==> src/rtl/ram_port_arbiter.sv <==
// rtl/ram_port_arbiter.sv - round-robin share of one DFFRAM512x32 port between two requesters
// Bounded lock keeps ownership for RMW/bursts; read data returns one cycle after accept.
module ram_port_arbiter #(
   parameter int ADDR_W   = 9,
   parameter int DATA_W   = 32,
   parameter int MAX_LOCK = 16
) (
   input  logic                  clk,
   input  logic                  rst_n,
   input  logic                  req0_valid,
   output logic                  req0_ready,
   input  logic [DATA_W/8-1:0]   req0_we,
   input  logic [ADDR_W-1:0]     req0_addr,
   input  logic [DATA_W-1:0]     req0_wdata,
   input  logic                  req0_lock,
   output logic                  rsp0_valid,
   output logic [DATA_W-1:0]     rsp0_rdata,
   input  logic                  req1_valid,
   output logic                  req1_ready,
   input  logic [DATA_W/8-1:0]   req1_we,
   input  logic [ADDR_W-1:0]     req1_addr,
   input  logic [DATA_W-1:0]     req1_wdata,
   input  logic                  req1_lock,
   output logic                  rsp1_valid,
   output logic [DATA_W-1:0]     rsp1_rdata,
   output logic                  RAM_EN,
   output logic [DATA_W/8-1:0]   RAM_WE,
   output logic [ADDR_W-1:0]     RAM_A,
   output logic [DATA_W-1:0]     RAM_Di,
   input  logic [DATA_W-1:0]     RAM_Do
);
   localparam int BE_W = DATA_W / 8;
   localparam int LCW  = $clog2(MAX_LOCK + 1);

   typedef enum logic [1:0] {ARB = 2'd0, OWN0 = 2'd1, OWN1 = 2'd2} state_t;

   state_t           state, state_nx;
   logic             last_grant;
   logic [LCW-1:0]   lock_cnt, lock_cnt_nx, lock_inc;
   logic             rd_pend, rd_id;
   logic             gnt0, gnt1, acc, acc_lock;
   logic [BE_W-1:0]  acc_we;

   // Reset gates every grant so a simultaneous accept never reaches the RAM.
   always_comb begin
      gnt0 = 1'b0;
      gnt1 = 1'b0;
      if (rst_n) begin
         case (state)
            OWN0:    gnt0 = req0_valid;
            OWN1:    gnt1 = req1_valid;
            default: begin
               if (req0_valid && (!req1_valid || last_grant))
                  gnt0 = 1'b1;
               else
                  gnt1 = req1_valid;
            end
         endcase
      end
   end

   assign acc        = gnt0 | gnt1;
   assign acc_we     = gnt1 ? req1_we : req0_we;
   assign acc_lock   = gnt1 ? req1_lock : req0_lock;
   assign req0_ready = gnt0;
   assign req1_ready = gnt1;
   assign lock_inc   = lock_cnt + LCW'(1);

   always_comb begin
      RAM_EN = acc;
      RAM_WE = '0;
      RAM_A  = '0;
      RAM_Di = '0;
      if (gnt0) begin
         RAM_WE = req0_we;
         RAM_A  = req0_addr;
         RAM_Di = req0_wdata;
      end else if (gnt1) begin
         RAM_WE = req1_we;
         RAM_A  = req1_addr;
         RAM_Di = req1_wdata;
      end
   end

   // The MAX_LOCK-th consecutive locked accept falls through to ARB.
   always_comb begin
      state_nx    = state;
      lock_cnt_nx = lock_cnt;
      if (acc) begin
         if (acc_lock && (int'(lock_inc) < MAX_LOCK)) begin
            state_nx    = gnt1 ? OWN1 : OWN0;
            lock_cnt_nx = lock_inc;
         end else begin
            state_nx    = ARB;
            lock_cnt_nx = '0;
         end
      end
   end

   always_ff @(posedge clk) begin
      if (!rst_n) begin
         state      <= ARB;
         last_grant <= 1'b1;
         lock_cnt   <= '0;
         rd_pend    <= 1'b0;
         rd_id      <= 1'b0;
      end else begin
         state    <= state_nx;
         lock_cnt <= lock_cnt_nx;
         rd_pend  <= acc && (acc_we == '0);
         if (acc) begin
            last_grant <= gnt1;
            rd_id      <= gnt1;
         end
      end
   end

   assign rsp0_valid = rst_n && rd_pend && !rd_id;
   assign rsp1_valid = rst_n && rd_pend && rd_id;
   assign rsp0_rdata = rsp0_valid ? RAM_Do : '0;
   assign rsp1_rdata = rsp1_valid ? RAM_Do : '0;

endmodule

==> config.mk <==
export PLATFORM = sky130hd
export DESIGN_NAME = ram_port_arbiter
export DESIGN_NICKNAME = d
export VERILOG_FILES = /design/src/rtl/ram_port_arbiter.sv
export SDC_FILE = /design/constraint.sdc
export NUM_CORES = 1
export LEC_CHECK = 0
export ABC_AREA = 1
export CORE_AREA = 2 2 95 97
export DETAILED_ROUTE_END_ITERATION = 8
export DIE_AREA = 0 0 97 99
export GPL_ROUTABILITY_DRIVEN = 1
export PLACE_DENSITY_LB_ADDON = 0.25
export SKIP_CTS_REPAIR_TIMING = 1
export SYNTH_ARGS = -nofsm -noshare
export SYNTH_HDL_FRONTEND = slang
export SYNTH_SLANG_ARGS = --single-unit
==> constraint.sdc <==
create_clock -name clk -period 2.4 [get_ports clk]
set_input_delay 0.48 -clock clk [delete_from_list [all_inputs] [get_ports clk]]
set_output_delay 0.48 -clock clk [all_outputs]
set_load 0.02 [all_outputs]
# After elaboration in Yosys (flattened, before gate mapping)
# Cells that the tools add are included.
# word_totals
ff_bits	10
latchBits	0
mem_bits_rw	0
romBits	0
in_bits	128
out_inout_bits	114
word_cells	39
memories	0
# classes
n_addsub	1
n_mul	0
div_mod_pow	0
order_cmp	1
n_eq_ne	2
shift	0
n_mux	19
bitwise	1
n_reduce_logical	10
# op_table
op	count
$mux 32	4
$mux 9	2
$mux 4	3
$logic_and 1x1->1	6
$add 5x1->5 const B	1
$lt 5x5->1 const B	1
$mux 1	5
$mux 5	1
$logic_not 4->1	1
$mux 2	2
$pmux 1 s2	2
$eq 2x1->1 const B	1
$eq 2x2->1 const B	1
$logic_not 1->1	2
$logic_or 1x1->1	1
$or 1x1->1	1

# Depth between registers and ports, before layout
# depth
ltp_word	9
depth_mapped	12
mapped_depth_nobuf	12

# Least setup slack after synthesis
# Ideal clock, no wire load.
# synth_timing
path_type	register -> output
start	register state[0]
end	output port RAM_WE[0]
arrival_time_ns	1.693
t_required_ns	1.920
path_slack_ns	0.227
stages_incl_launch_ff	10
n_path_buf	1
cell_sequence	dfxtp_1 inv_1 ha_1 nand2_1 inv_1 nand2_1 nand2_1 nand2_2 buf_4 o21ai_0
# synth_via
elab_chain_len	5
word_cells_on_any_way	8
cone_classes	eq/ne: 2; mux: 6
# synth_lines
item	line	source
from (decl)	37	state_t state, state_nx;
from (signal assigned)	108	state <= state_nx;
$eq 2x2->1 or $eq 2x1->1 (tied branches)	49	case (state)
$pmux 1 s2	49	
$mux 1	48	if (rst_n) begin
$mux 4	78	end else if (gnt1) begin
$mux 4 (*)	74	if (gnt0) begin
to (decl)	27	output logic [DATA_W/8-1:0] RAM_WE,
# Mark *: on every way between the ends. The rest lies on a longest branch, timed or not.

# Final worst setup path
# layout_timing
start	register state[0]
end	output port RAM_Di[23]
# layout_via
elab_chain_len	5
word_cells_on_any_way	8
cone_classes	eq/ne: 2; mux: 6
# layout_lines
item	line	source
$eq 2x2->1 or $eq 2x1->1 (tied branches)	49	
$pmux 1 s2	49	
$mux 1	48	
$mux 32	78	
$mux 32 (*)	74	
to (decl)	29	output logic [DATA_W-1:0] RAM_Di,
# Marked as above.

==> results.toml <==
[worst_setup_path]
slowest_stage = "dfxtp_1"
cp_max_fo = 14
cp_top_family = "buffers and inverters"
crit_buf_inv = 6
crit_path_start_kind = "flop"
slowest_delay_ns = 0.32
critPathRequiredTime_ns = 1.92
worstPathCellList = "inv_1 > ha_4 > nand2_1 > inv_1 > nand2_2 > buf_4 > nand2_8 > inv_8 > buf_12 > nand3_1 > nand2_1 > dlymetal6s2s_1"
critical_path_class = "flop to primary output"
arrival_ns = 1.83
end_kind = "primary output"

[cts]
clk_pin_slew_ns = 0.05
cts_max_level = 1
clockRootBuffer = "clkbuf_8"
clockBufferDepth = 2
insertion_delay_ns = 0.23
cts_tree = "done"
cts-buffers-inserted = 3
cts_sinks = 10

[final_layout]
finalNonFillerCells = 711
post_route_cells_drive_above_1_share_pct = 14.4
post-route-cell-area_mm2 = 0.00463
fin_util_pct = 54.1
final_nets = 735
diodes = 0
area_growth_pct = 177

[placement]
dp.cells = 706
gp_congestion = 0.830
postPlaceCellArea_mm2 = 0.00441
pre_cts_slack_ns = -0.521
dp_hpwl_um = 7340
io_buffers = 241

[detailed_routing]
drc_errors = 0
wl_per_cell_um = 12.5
antenna_left = 0
vias_per_cell = 4.27
vias = 3035
drt_iter0_drc = 39
drtPass1Iterations = 4
wl_um = 8850

[timing]
max_slew_margin_pct = 81.7
period_share_pct = 96.2
worst_pin_slew_ns = 0.274
fin_crit_ns = 2.31
grt_setup_unrepaired = "yes"
drv_slew = 0
hold_viol_final = 0
setup_viol = 0
setup_ws_ns = 0.0911
hold_slack_ns = 0.465
fmax_mhz = 433
fin_skew_ns = 0.00102
setup_tns_ns = 0

[die]
start_util_pct = 19.6
rows = 34
pin_count = 242
die_area_mm2 = 0.00960
dieWidth_um = 97
coreArea_mm2 = 0.00855
die_height_um = 99

[synth]
syn_inst = 347
ys_seq_area_share_pct = 12.0
ys.warnings.count = 0
yosysTopAreaCellShare_pct = 25.1
synth_top_cell_by_area = "nand2_1"
syn_nets = 478
yosys_register_bits = 10
netlist_top_cells_area = "nand2_1, nor2_1, nand3_1, dfxtp_1, inv_1"
syn_area_mm2 = 0.00167
syn_avg_cell_area_um2 = 4.82
synth_cell_type_count = 24

[global_routing]
grt_busiest_layer = "met2"
first_global_vias = 2919
gr-total-overflow = 0
met3_usage_pct = 4.61
grt_pass1_wl_um = 13400
grt_usage_pct = 16.5
grtUsageMet1_pct = 17.1
gr-usage-met2_pct = 33.0
antenna_found_initial = 0
grt_max_degree = 33

[power]
peakVddDrop_mv = 0.171
power_leakage_nw = 3.66
p_total_mw = 1.25
p_per_area_mw_per_mm2 = 271

[job]
cap_violations = 0

[min_path]
hp-class = "flop to flop"

[run_status]
outcome = "complete, no violations"
-- worst min-delay path: stages (launching register included) --
cell	delay, ns
dfxtp_1	0.31
inv_1	0.07
nor3_1	0.05
-- layout by cell type (no fill, tap or decap), types with 4 or more instances in the layout --
master             n
clkdlybuf4s50_1  125
nand2_1          109
dlymetal6s2s_1    85
nor2_1            74
inv_1             50
nand3_1           50
clkbuf_2          27
buf_4             24
dfxtp_1           10
buf_12             6
nand2_2            5
clkbuf_8           4
buf_6              4
-- final timing paths --
kind,cells after the start,from,to,slack [ns]
worst max-delay path,12,state[0],RAM_Di[23],0.09
worst min-delay path,2,lock_cnt[4],lock_cnt[4],0.46
worst max register to register,15,state[0],lock_cnt[3],0.45
worst min register to register,2,lock_cnt[4],lock_cnt[4],0.46
-- area by class of cell --
type	count	area, um2
Inverter	55	235
Timing Repair Buffer	272	2810
Clock buffer	4	55.1
Multi-Input combinational cell	262	1190
Sequential cell	10	200
Tap cell	108	135
Fill cell	841	3920
-- state kept, by name (all words and copies together), names as in the netlist --
signal      cells
last_grant      1
lock_cnt        5
rd_id           1
rd_pend         1
state           2
-- where the power goes --
| group | total, mW | leakage [nW] | switching, mW | internal, mW |
|---|---|---|---|---|
| combinational | 0.855 | 3.55 | 0.416 | 0.439 |
| clock | 0.212 | 0.0288 | 0.0679 | 0.144 |
| sequential | 0.186 | 0.0815 | 0.00740 | 0.178 |
| total | 1.25 | 3.66 | 0.491 | 0.761 |
-- synth_stat cells (all sizes together) --
cell,count
nand2,117
nor2,76
inv,54
nand3,51
buf,16
dfxtp,10
clkbuf,4
nor3,4
o21ai,4
a21oi,3
ha,3
o211ai,2
clkinv,1
nand3b,1
nand4,1
-- cells by family after synthesis --
group                    count (synthesis)  share of synthesized area [%]
AO/OA/AOI/OAI                            9                           3.22
adder cells (fa/ha/maj)                  3                           2.24
buffers and inverters                   75                           19.4
flip-flops                              10                           12.0
AND/OR/NAND/NOR                        250                           63.1
-- metal layers --
layer  vias up  wire length [um]
li1       1551                 -
met1      1315              3190
met3        10               874
met4         0               110
met5         -                 0
met2       159              4680
Power figures use the tool's default switching activity.
